**src/rtl/wb_burst_master.sv**
```systemverilog
// Purpose: Wishbone B4 incrementing-burst master; the write data is buffered locally before the bus phase.
// Latency: a read burst starts on the bus the cycle after acceptance. A write burst starts the cycle after its last word is loaded.
// Backpressure: req_ready is high only in IDLE. wr_ready is high only in LOAD. The slave stalls beats by withholding ack.
//
// Ports:
//   clk, rst                      sole clock, synchronous active-high reset
//   req_valid/req_ready           burst request handshake (req_we, req_addr, req_sel)
//   wr_data/wr_valid/wr_ready     write-word stream, consumed during LOAD
//   rd_data/rd_valid              one registered read word per acked beat
//   done/err                      one-cycle completion pulse; err marks a bus error or timeout
//   wbm_*                         Wishbone master bus (cyc, stb, we, addr, cti, bte, sel, data, ack, err)
module wb_burst_master #(
  parameter int BURST_BITS = 2,
  parameter int TIMEOUT    = 255
) (
  input  logic                    clk,
  input  logic                    rst,
  input  logic                    req_valid,
  input  logic                    req_we,
  input  logic [29-BURST_BITS:0]  req_addr,
  input  logic [3:0]              req_sel,
  output logic                    req_ready,
  input  logic [31:0]             wr_data,
  input  logic                    wr_valid,
  output logic                    wr_ready,
  output logic [31:0]             rd_data,
  output logic                    rd_valid,
  output logic                    done,
  output logic                    err,
  output logic                    wbm_cyc_o,
  output logic                    wbm_stb_o,
  output logic                    wbm_we_o,
  output logic [29:0]             wbm_addr_o,
  output logic [2:0]              wbm_cti_o,
  output logic [1:0]              wbm_bte_o,
  output logic [3:0]              wbm_sel_o,
  output logic [31:0]             wbm_data_o,
  input  logic [31:0]             wbm_data_i,
  input  logic                    wbm_ack_i,
  input  logic                    wbm_err_i
);

  localparam int BEATS = 1 << BURST_BITS;
  localparam int BW    = (BURST_BITS > 0) ? BURST_BITS : 1;
  localparam int TW    = (TIMEOUT > 0) ? $clog2(TIMEOUT + 1) : 1;
  localparam logic [BW-1:0] LAST_BEAT = BW'(BEATS - 1);
  localparam logic [TW-1:0] TMO_LAST  = TW'(TIMEOUT - 1);

  typedef enum logic [1:0] {IDLE, LOAD, BUS, DONE} state_t;

  state_t        state_q, state_d;
  logic          lat_we_q, lat_we_d;
  logic [3:0]    lat_sel_q, lat_sel_d;
  logic [29:0]   base_q, base_d;
  logic [BW-1:0] beat_q, beat_d;
  logic [TW-1:0] tmo_q, tmo_d;
  logic [31:0]   buf_q [BEATS];
  logic [31:0]   buf_d [BEATS];
  logic          cyc_q, cyc_d, stb_q, stb_d, we_q, we_d;
  logic [29:0]   addr_q, addr_d;
  logic [2:0]    cti_q, cti_d;
  logic [3:0]    sel_q, sel_d;
  logic [31:0]   data_o_q, data_o_d, rd_data_q, rd_data_d;
  logic          rd_valid_q, rd_valid_d, done_q, done_d, err_q, err_d;
  logic          timeout_hit;

  assign timeout_hit = (TIMEOUT > 0) && (tmo_q == TMO_LAST);

  always_comb begin
    state_d    = state_q;
    lat_we_d   = lat_we_q;
    lat_sel_d  = lat_sel_q;
    base_d     = base_q;
    beat_d     = beat_q;
    tmo_d      = tmo_q;
    buf_d      = buf_q;
    rd_data_d  = rd_data_q;
    rd_valid_d = 1'b0;
    done_d     = 1'b0;
    err_d      = 1'b0;
    cyc_d      = 1'b0;
    stb_d      = 1'b0;
    we_d       = 1'b0;
    addr_d     = '0;
    cti_d      = 3'b000;
    sel_d      = 4'h0;
    data_o_d   = '0;

    case (state_q)
      IDLE: begin
        if (req_valid) begin
          lat_we_d  = req_we;
          lat_sel_d = req_sel;
          base_d    = 30'(req_addr) << BURST_BITS;
          beat_d    = '0;
          tmo_d     = '0;
          state_d   = req_we ? LOAD : BUS;
        end
      end
      LOAD: begin
        // beat_q doubles as the fill index while loading.
        if (wr_valid) begin
          buf_d[beat_q] = wr_data;
          if (beat_q == LAST_BEAT) begin
            beat_d  = '0;
            state_d = BUS;
          end else begin
            beat_d = beat_q + 1'b1;
          end
        end
      end
      BUS: begin
        if (wbm_err_i) begin
          // An error overrides a simultaneous ack, so that beat produces no read data.
          state_d = DONE;
          done_d  = 1'b1;
          err_d   = 1'b1;
        end else if (wbm_ack_i) begin
          tmo_d = '0;
          if (!lat_we_q) begin
            rd_data_d  = wbm_data_i;
            rd_valid_d = 1'b1;
          end
          if (beat_q == LAST_BEAT) begin
            state_d = DONE;
            done_d  = 1'b1;
          end else begin
            beat_d = beat_q + 1'b1;
          end
        end else if (timeout_hit) begin
          state_d = DONE;
          done_d  = 1'b1;
          err_d   = 1'b1;
        end else if (TIMEOUT > 0) begin
          tmo_d = tmo_q + 1'b1;
        end
      end
      DONE: state_d = IDLE;
      default: state_d = IDLE;
    endcase

    // The bus outputs are registered from the next-cycle beat, so address, cti and data change with the beat.
    if (state_d == BUS) begin
      cyc_d    = 1'b1;
      stb_d    = 1'b1;
      we_d     = lat_we_d;
      sel_d    = lat_sel_d;
      addr_d   = base_d | 30'(beat_d);
      cti_d    = (beat_d == LAST_BEAT) ? 3'b111 : 3'b010;
      data_o_d = lat_we_d ? buf_d[beat_d] : 32'h0;
    end
  end

  always_ff @(posedge clk) begin
    if (rst) begin
      state_q    <= IDLE;
      lat_we_q   <= 1'b0;
      lat_sel_q  <= 4'h0;
      base_q     <= '0;
      beat_q     <= '0;
      tmo_q      <= '0;
      cyc_q      <= 1'b0;
      stb_q      <= 1'b0;
      we_q       <= 1'b0;
      addr_q     <= '0;
      cti_q      <= 3'b000;
      sel_q      <= 4'h0;
      data_o_q   <= '0;
      rd_data_q  <= '0;
      rd_valid_q <= 1'b0;
      done_q     <= 1'b0;
      err_q      <= 1'b0;
    end else begin
      state_q    <= state_d;
      lat_we_q   <= lat_we_d;
      lat_sel_q  <= lat_sel_d;
      base_q     <= base_d;
      beat_q     <= beat_d;
      tmo_q      <= tmo_d;
      cyc_q      <= cyc_d;
      stb_q      <= stb_d;
      we_q       <= we_d;
      addr_q     <= addr_d;
      cti_q      <= cti_d;
      sel_q      <= sel_d;
      data_o_q   <= data_o_d;
      rd_data_q  <= rd_data_d;
      rd_valid_q <= rd_valid_d;
      done_q     <= done_d;
      err_q      <= err_d;
    end
  end

  // The buffer needs no reset: every burst refills it completely before any of it is driven.
  always_ff @(posedge clk) begin
    buf_q <= buf_d;
  end

  assign req_ready  = (state_q == IDLE);
  assign wr_ready   = (state_q == LOAD);
  assign rd_data    = rd_data_q;
  assign rd_valid   = rd_valid_q;
  assign done       = done_q;
  assign err        = err_q;
  assign wbm_cyc_o  = cyc_q;
  assign wbm_stb_o  = stb_q;
  assign wbm_we_o   = we_q;
  assign wbm_addr_o = addr_q;
  assign wbm_cti_o  = cti_q;
  assign wbm_bte_o  = 2'b00;
  assign wbm_sel_o  = sel_q;
  assign wbm_data_o = data_o_q;

endmodule

```
**config.mk**
```make
export PLATFORM = sky130hd
export DESIGN_NAME = wb_burst_master
export DESIGN_NICKNAME = d
export VERILOG_FILES = /design/src/rtl/wb_burst_master.sv
export SDC_FILE = /design/constraint.sdc
export NUM_CORES = 1
export LEC_CHECK = 0
export BUFFER_PORTS_ARGS = -buffer_cell sky130_fd_sc_hd__buf_2
export CAP_MARGIN = 20
export CORE_UTILIZATION = 50
export DETAILED_ROUTE_END_ITERATION = 8
export HOLD_SLACK_MARGIN = 0.02
export PLACE_DENSITY = 0.76
export SKIP_CTS_REPAIR_TIMING = 1
export SKIP_LAST_GASP = 1
export SLEW_MARGIN = 20
export SYNTH_ARGS = -nofsm -noshare
export SYNTH_HDL_FRONTEND = slang
export SYNTH_SLANG_ARGS = --single-unit
```
**constraint.sdc**
```tcl
create_clock -name clk -period 2.55 [get_ports clk]
set_input_delay 0.1275 -clock clk [delete_from_list [all_inputs] [get_ports clk]]
set_output_delay 0.1275 -clock clk [all_outputs]
set_load 0.02 [all_outputs]
```
Word level (Yosys, flattened, before mapping)
Index checks and enable logic that the tools add are counted.
W data, S select, Z words.
{"block": "totals", "regBits": 281, "wordCells": 97}
{"block": "classes", "n_eq_ne": 10, "n_addsub": 2, "n_lt_le_gt_ge": 3, "bitwise_logic": 9, "reduce_logical": 9, "mux": 44}
{"cell": "$mux W128", "n": 2}
{"cell": "$bwmux W128", "n": 1}
{"cell": "$mux W32", "n": 3}
{"cell": "$bmux W32 S2", "n": 1}
{"cell": "$demux W32 S2", "n": 1}
{"cell": "$mux W30", "n": 2}
{"cell": "$mux W8", "n": 4}
{"cell": "$or A30 B2 Y30", "n": 1}
{"cell": "$mux W2", "n": 14}
{"cell": "$pmux W8 S2", "n": 1}
{"cell": "$eq A2 B2 Y1 const B", "n": 5}
{"cell": "$mux W1", "n": 10}
{"cell": "$add A8 B1 Y8 const B", "n": 1}
{"cell": "$eq A8 B8 Y1 const B", "n": 1}
{"cell": "$mux W4", "n": 2}
{"cell": "$pmux W2 S4", "n": 1}
{"cell": "$reduce_and A4 Y1", "n": 2}
{"cell": "$ge A3 B3 Y1 const B", "n": 2}
{"cell": "$not A1 Y1", "n": 6}
{"cell": "$not A2 Y3", "n": 2}
{"cell": "$pmux W2 S3", "n": 1}
{"cell": "$ne A2 B2 Y1 const B", "n": 2}
{"cell": "$reduce_or A2 Y1", "n": 2}
{"cell": "$reduce_or A4 Y1", "n": 1}
{"cell": "other kinds (9)", "n": 9}

Logic depth before layout (Yosys ltp)
Gate-level depths: netlist (run 1).
{"block": "depth", "depth_word": 11, "depth_mapped": 8, "mapped_depth_nobuf": 7}

Worst setup path before layout (run 1)
OpenSTA, ideal clock, no wires.
{"block": "synth_path", "path_type": "reg-to-reg", "from": "reg beat_q[0]", "to": "reg data_o_q[10] (netlist: wbm_data_o[10])", "stages_incl_launch_ff": 9, "t_arrival_ps": 2013, "slack_ps": 420, "setup_time_ps": 117, "cell_sequence": "dfxtp_1 > inv_1 > ha_1 > mux2_2 > o221ai_2 > buf_4 > buf_4 > mux2_2 > a22o_1"}
{"block": "synth_via", "elab_chain_len": 11}
{"element": "start, declared", "line_no": "55", "rtl": "logic [BW-1:0] beat_q, beat_d;"}
{"element": "start signal, assigned", "line_no": "178", "rtl": "beat_q <= beat_d;"}
{"element": "$not A2 Y3 (not written as such)", "line_no": "103", "rtl": "buf_d[beat_q] = wr_data;"}
{"element": "$ge A3 B3 Y1 (not written as such) / $lt A3 B1 Y1 (equally long branches)", "line_no": "103"}
{"element": "$logic_and A1 B1 Y1 (not written as such)", "line_no": "103"}
{"element": "$mux W32 (not written as such)", "line_no": "103"}
{"element": "$demux W32 S2", "line_no": "103"}
{"element": "$bwmux W128", "line_no": "103"}
{"element": "$mux W128", "line_no": "102", "rtl": "if (wr_valid) begin"}
{"element": "$mux W128", "line_no": "89", "rtl": "case (state_q)"}
{"element": "$bmux W32 S2", "line_no": "150", "rtl": "data_o_d = lat_we_d ? buf_d[beat_d] : 32'h0;"}
{"element": "$mux W32 (not written as such) (2 in a row)", "line_no": "150"}
{"element": "end signal, assigned", "line_no": "186", "rtl": "data_o_q <= data_o_d;"}
{"element": "end, declared", "line_no": "63", "rtl": "logic [31:0] data_o_q, data_o_d, rd_data_q, rd_data_d;"}
Several ways; a longest one is shown, not always the timed one. The select of a mux whose other input is x is not followed.
A chain may end at the register's enable or synchronous reset.

Worst setup path after layout (run 1)
{"block": "layout_path", "from": "reg beat_q[0]", "to": "reg data_o_q[18] (netlist: wbm_data_o[18])"}
The elaborated chain is that of the path after synthesis.

==> results of run 1 <==
worst max-delay path, cell delays in order, from the launching register on:
cell and delay [ns]:
dfxtp_1 0.44, inv_1 0.12, ha_1 0.23, mux2_2 0.29, o221ai_4 0.30, buf_12 0.27, mux2_2 0.36, a22o_1 0.24
power by group through the flow:
stage          Clock (W)  Combinational [W]  Sequential (W)
6_report         0.00433            0.00134         0.00489
5_1_grt          0.00458            0.00146         0.00494
4_1_cts          0.00440            0.00121         0.00489
3_5_place_dp           0            0.00120         0.00499
3_3_place_gp           0            0.00116         0.00497
2_1_floorplan          0           0.000854         0.00501
metrics by stage:
stage | std cells | worst slack, ns | hold WS, ns | utilization, % | cell area (µm²)
5_1_grt | 1441 | 0.0175 | 0.0450 | 68.1 | 13300
4_1_cts | 1342 | 0.148 | -0.187 | 63.1 | 12300
2_1_floorplan | 856 | 0.420 | 0.264 | - | 9980
6_report | 1441 | 0.150 | 0.0202 | 68.1 | 13300
3_5_place_dp | 1292 | 0.168 | 0.373 | 58.0 | 11300
3_3_place_gp | 1292 | 0.255 | 0.368 | 58.0 | 11300
flip-flops by register name, indices dropped and copies added, names as in the netlist, 4 cells and up:
signal	count
base_q	30
buf_q	128
lat_sel_q	4
rd_data	32
tmo_q	8
wbm_addr_o	30
wbm_data_o	32
wbm_sel_o	4
Yosys cell counts (all sizes together):
cell and instances:
nor4b 1, clkbuf 18, a211o 1, a311oi 1, nand2 74, a21o 1, o22ai 2, o21ba 1
or3 2, o211a 1, nor2b 3, conb 1, nor2 80, and3 3, xnor2 6, inv 7
nor3b 4, a211oi 4, and3b 2, a21boi 1, a21oi 40, and2 1, o21ai 2, a32oi 2
ha 7, nand4 1, nand3 4, a221o 1, nand2b 3, o221ai 1, mux2 193, nand4b 1
mux2i 33, dfxtp 280, o21bai 1, buf 37, nor3 3, a22o 32
worst paths after layout:
path	slack (ns)	from	cells past startpoint	end
worst max-delay path	0.15	beat_q[0]$_SDFF_PP0_	7	wbm_data_o[18]$_SDFF_PP0_
worst min-delay path	0.02	req_we	4	state_q[1]$_SDFF_PP0_
worst max register to register	0.15	beat_q[0]$_SDFF_PP0_	7	wbm_data_o[18]$_SDFF_PP0_
worst min register to register	0.45	rd_data[29]$_SDFFE_PP0P_	2	rd_data[29]$_SDFFE_PP0P_
logic make-up (layout without fill, tap and decap cells):
logic type | after synthesis | after routing | synth area share, %
buf+inv | 62 | 380 | 3.07
other cells | 1 | 4 | 0.0376
fa+ha+maj | 7 | 7 | 0.878
simple gates | 182 | 182 | 7.86
mux | 226 | 226 | 25.1
flops | 280 | 280 | 56.2
xor+xnor | 6 | 6 | 0.527
compound gates | 91 | 91 | 6.37
routing by layer:
| layer | vias up | part of all wire, % |
|---|---|---|
| li1 | 3551 | - |
| met1 | 3493 | 42 |
| met2 | 231 | 50 |
| met3 | 47 | 6.0 |
| met4 | 0 | 2.7 |
| met5 | - | 0 |
layout make-up:
cell class	count	area (µm²)	share of cell area, %
Clock buffer	44	862	6.48
Timing Repair Buffer	323	2240	16.8
Sequential cell	280	5610	42.1
Antenna cell	2	5.00	0.0376
Clock inverter	6	130	0.978
Tap cell	265	332	2.49
Multi-Input combinational cell	514	4100	30.8
Inverter	7	26.3	0.198
==> reports/metrics.yaml, run 1 <==
outcome:
  outcome: "finished clean"
routing:
  viasPerCell: 5.08
  postRouteAntennaNets: 0
  drt-initial-drc-count: 211
  drt-pass1-iter-count: 6
  routed_wl_um: 24300
  vias: 7322
  remaining_drc_errors: 0
  wl_per_cell_um: 16.9
synth:
  synth_top_area_share_pct: 56.2
  synth_area_um2: 9980
  synth_area_leaders: "dfxtp_1 56%, mux2_2 21%, mux2i_1 3.3%"
  ys_warn_count: 0
  postSynthCellCount: 855
  syn_avg_cell_area_um2: 11.7
  synth-seq-cells: 280
  yosysSeqAreaShare_pct: 56.2
  yosys.area.top_type: "dfxtp_1"
  synth_cell_types: 43
power_and_ir_drop:
  clkPwrFrac_pct: 41.0
  comb_power_share_pct: 12.7
  powerDensity_nw_per_um2: 794
  p_total_w: 0.0106
  p_sw_share_pct: 22.0
  p_leak_nw: 5.96
  ir_worst_vdd_mv: 0.582
  netSwitchingPower_w: 0.00232
  p_seq_share_pct: 46.3
  p_int_w: 0.00824
final_layout:
  n_fill_cell: 1391
  drive_above_1_share_pct: 39.4
  final_common_cell: "dfxtp_1"
  area_growth_pct: 33.3
  final_cell_mix: "280 x dfxtp_1, 211 x buf_2, 184 x mux2_2"
  fin_nets: 1264
global_route:
  antenna_found_initial: 2
  grt_use_total_pct: 20.5
  grt_use_met3_pct: 5.73
  grt_pass1_wl_um: 33600
  grt.busiest_layer: "met2"
  grt_max_degree: 66
  grt_pass1_vias: 6647
  met1_usage_pct: 25.0
  overflow: 0
  met2_usage_pct: 35.1
sta:
  hold_violations: 0
  tns_ns: 0
  finalSetupViolations: 0
  worst_pin_slew_ns: 0.672
  slew_violations: 0
  rsz0062_at_grt: "no"
  fin_crit_sh_pct: 94.1
  min_period_ns: 2.40
  relSlewSlack_pct: 55.2
  finClkSkew_ns: 0.0254
  fmax_mhz: 417
die:
  ioPinCount: 214
  fp-row-count: 51
  die_w_um: 143
  coreArea_um2: 19500
  die_area_um2: 20500
  die_h_um: 143
  initial_core_util_pct: 51.1
clock_network:
  clock-root-buffer: "clkbuf_16"
  cts_buffers: 28
  worstSkewPairLatency_ns: 0.54
  path_clk_slew_ns: 0.06
  cts_tree: "yes"
  htreeDepth: 1
  clk_path_buf_depth: 3
  cts_sinks: 280
placement:
  routabilityCongestion: 0.771
  dp_hpwl_um: 13400
  portBuffers: 211
critical_path:
  cp_max_fo: 34
  endpoint_kind: "flop"
  cp_data_required_time_ns: 2.96
  crit_path_start_kind: "flop"
  critPathArrivalTime_ns: 2.81
  critical_path_class: "flop to flop"
hold_path:
  min_path_type: "primary input to flop"
job:
  cap_viol_max_count: 0
Note: power is estimated with default switching activity, not from simulation.
==> run 2, diff against run 1 <==
--- a/config.mk
+++ b/config.mk
@@ -7,13 +7,12 @@
 export LEC_CHECK = 0
 export BUFFER_PORTS_ARGS = -buffer_cell sky130_fd_sc_hd__buf_2
 export CAP_MARGIN = 20
-export CORE_UTILIZATION = 50
+export CORE_UTILIZATION = 33
 export DETAILED_ROUTE_END_ITERATION = 8
 export HOLD_SLACK_MARGIN = 0.02
-export PLACE_DENSITY = 0.76
+export PLACE_DENSITY = 0.55
 export SKIP_CTS_REPAIR_TIMING = 1
 export SKIP_LAST_GASP = 1
-export SLEW_MARGIN = 20
 export SYNTH_ARGS = -nofsm -noshare
 export SYNTH_HDL_FRONTEND = slang
 export SYNTH_SLANG_ARGS = --single-unit
==> reports/metrics.yaml, run 2 (synthesis results as in run 1) <==
die:
  die_h_um: 176  # +23%
  die_w_um: 176  # +23%
  coreArea_um2: 29700  # +52%
  initial_core_util_pct: 33.6  # -18 points
  ioPinCount: 214  # unchanged
  die_area_um2: 30900  # +51%
  fp-row-count: 63  # +24%
power_and_ir_drop:
  ir_worst_vdd_mv: 0.480  # -18%
  p_seq_share_pct: 47.0  # +0.7 points
  p_leak_nw: 5.97  # +0.24%
  p_total_w: 0.0104  # -1.4%
  netSwitchingPower_w: 0.00237  # +2.3%
  p_int_w: 0.00804  # -2.4%
  powerDensity_nw_per_um2: 773  # -2.6%
  comb_power_share_pct: 12.7  # about the same
  clkPwrFrac_pct: 40.3  # -0.7 points
  p_sw_share_pct: 22.8  # +0.82 points
routing:
  postRouteAntennaNets: 0  # unchanged
  maxUsedRoutingLayer: "met4"
  vias: 7138  # -2.5%
  drt-pass1-iter-count: 4  # -2
  viasPerCell: 4.53  # -11%
  dr_wl_met3_um: 1470  # +0.20%
  wl_met2_um: 11200  # -7.3%
  wl_met1_um: 10400  # +2.9%
  remaining_drc_errors: 0  # unchanged
  routed_wl_um: 23600  # -3.0%
  wl_per_cell_um: 15.0  # -11%
  drt-initial-drc-count: 190  # -10%
critical_path:
  cp_common_cell: "mux2_2"
  cp_data_required_time_ns: 2.97  # about the same
  critical_path_class: "flop to flop"
  startpoint: "beat_q[0]$_SDFF_PP0_"
  ff2ff_setup_slack_ns: 0.18  # +0.03 ns
  crit_path_start_kind: "flop"
  cp.depth: 7  # unchanged
  max_stage_delay_ns: 0.45  # about the same
  worstReg2RegEnd: "wbm_data_o[22]$_SDFF_PP0_"
  r2r_start: "beat_q[0]$_SDFF_PP0_"
  reg2reg_depth: 7  # unchanged
  endpoint_kind: "flop"
  critPathArrivalTime_ns: 2.80  # about the same
  cpMaxStageDelayCell: "dfxtp_1"
  cp_num_buf_inv: 2  # unchanged
  crit_end: "wbm_data_o[22]$_SDFF_PP0_"
  crit_chain: "inv_1, ha_1, mux2_2, o221ai_4, buf_4, mux2_2, a22o_1"
  cpLargestDelayFamily: "multiplexers"
  cp_max_fo: 23  # -32%
sta:
  tns_ns: 0  # unchanged
  finalSetupViolations: 0  # unchanged
  fmax_mhz: 422  # +1.2%
  rsz0062_at_grt: "no"
  finClkSkew_ns: 0.00901  # -0.0164 ns
  worst_pin_slew_ns: 0.781  # +0.108 ns
  slew_violations: 0  # unchanged
  hold_violations: 0  # unchanged
  min_period_ns: 2.37  # -0.0289 ns
  relSlewSlack_pct: 47.9  # -7.2 points
  fin_crit_sh_pct: 93.0  # -1.1 points
  holdWs_ns: 0.0330  # +0.0127 ns
final_layout:
  final_cell_mix: "280 x dfxtp_1, 211 x buf_2, 184 x mux2_2"
  largest_register: "buf_q"
  final_common_cell: "dfxtp_1"
  diodes: 0  # -2
  area_growth_pct: 34.9
  n_fill_cell: 2755  # +98%
  largest_reg_flops: 128  # unchanged
  drive_above_1_share_pct: 39.5  # +0.089 points
  fin_nets: 1271  # +0.55%
clock_network:
  htreeDepth: 1  # unchanged
  cts_sinks: 280  # unchanged
  worstSkewPairLatency_ns: 0.54  # about the same
  clock-root-buffer: "clkbuf_16"
  cts_buffers: 30  # +7.1%
  cts_tree: "yes"
  clk_path_buf_depth: 3  # unchanged
  path_clk_slew_ns: 0.06  # about the same
global_route:
  grt_max_degree: 71  # +7.6%
  antenna_found_initial: 0  # -2
  grt_use_total_pct: 14.8  # -5.7 points
  grt_pass1_vias: 6940  # +4.4%
  grt_pass1_wl_um: 36600  # +9.1%
  overflow: 0  # unchanged
outcome:
  outcome: "finished clean"
placement:
  dp_hpwl_um: 14600  # +9.2%
  routabilityCongestion: 0.746  # -3.2%
  portBuffers: 211  # unchanged
job:
  cap_viol_max_count: 0  # unchanged
hold_path:
  min_path_type: "primary input to flop"
[run 2: cell types whose count changed in the layout (fill, tap and decap cells not counted), sizes merged, moves of 2 or more]
cell / before / now
buf: 226 / 230
bufinv: 4 / 1
clkinv: 2 / 7
diode: 2 / 0
[run 2: power groups by stage]
stage,Combinational (W),Clock (W),Sequential [W]
after floorplan,0.000854,0,0.00501
after global placement,0.00120,0,0.00497
after detailed placement,0.00121,0,0.00499
after CTS,0.00122,0.00434,0.00489
after global routing,0.00146,0.00452,0.00493
final,0.00132,0.00420,0.00489
[run 2: metrics by stage]
stage	util, %	worst slack [ns]	area, µm²	cells
finish	45.3	0.178	13500	1574
global route	45.3	0.0367	13500	1574
CTS	42.0	0.173	12500	1476
detailed placement	38.7	0.192	11500	1421
global placement	38.7	0.258	11500	1421
floorplan	-	0.420	9980	856
[run 2: worst reg2reg max path, cell delays in order, from the launching register on]
cell and delay (ns):
dfxtp_1 0.45, inv_1 0.13, ha_1 0.23, mux2_2 0.29, o221ai_4 0.20, buf_4 0.35
mux2_2 0.38, a22o_1 0.23
[run 2: how the worst min path moves through the flow]
stage          slack, ns           start                       end  cells past startpoint
2_1_floorplan       0.26   wbm_data_i[0]   rd_data[0]$_SDFFE_PP0P_                      2
3_3_place_gp        0.37  wbm_data_i[11]  rd_data[11]$_SDFFE_PP0P_                      3
3_5_place_dp        0.37  wbm_data_i[10]  rd_data[10]$_SDFFE_PP0P_                      3
4_1_cts            -0.21   wbm_data_i[7]   rd_data[7]$_SDFFE_PP0P_                      3
5_1_grt             0.05       wbm_err_i            err$_SDFF_PP0_                      3
6_report            0.03        wr_valid     state_q[0]$_SDFF_PP0_                      4
[run 2: per-layer routing]
metal | up-vias | GRT usage (%)
li1 | 3558 | -
met1 | 3363 | 18.0
met2 | 179 | 25.2
met3 | 38 | 4.65
met4 | 0 | 3.99
met5 | - | 0
[run 2: final cells by class]
class / count / area [µm²] / share of cell area (%)
clock buffer: 45 / 888 / 6.60
clock inverter: 10 / 81.3 / 0.604
inverter: 7 / 26.3 / 0.195
multi-input combinational: 514 / 4090 / 30.4
sequential: 280 / 5610 / 41.6
tap: 390 / 488 / 3.62
timing repair buffer: 328 / 2280 / 16.9
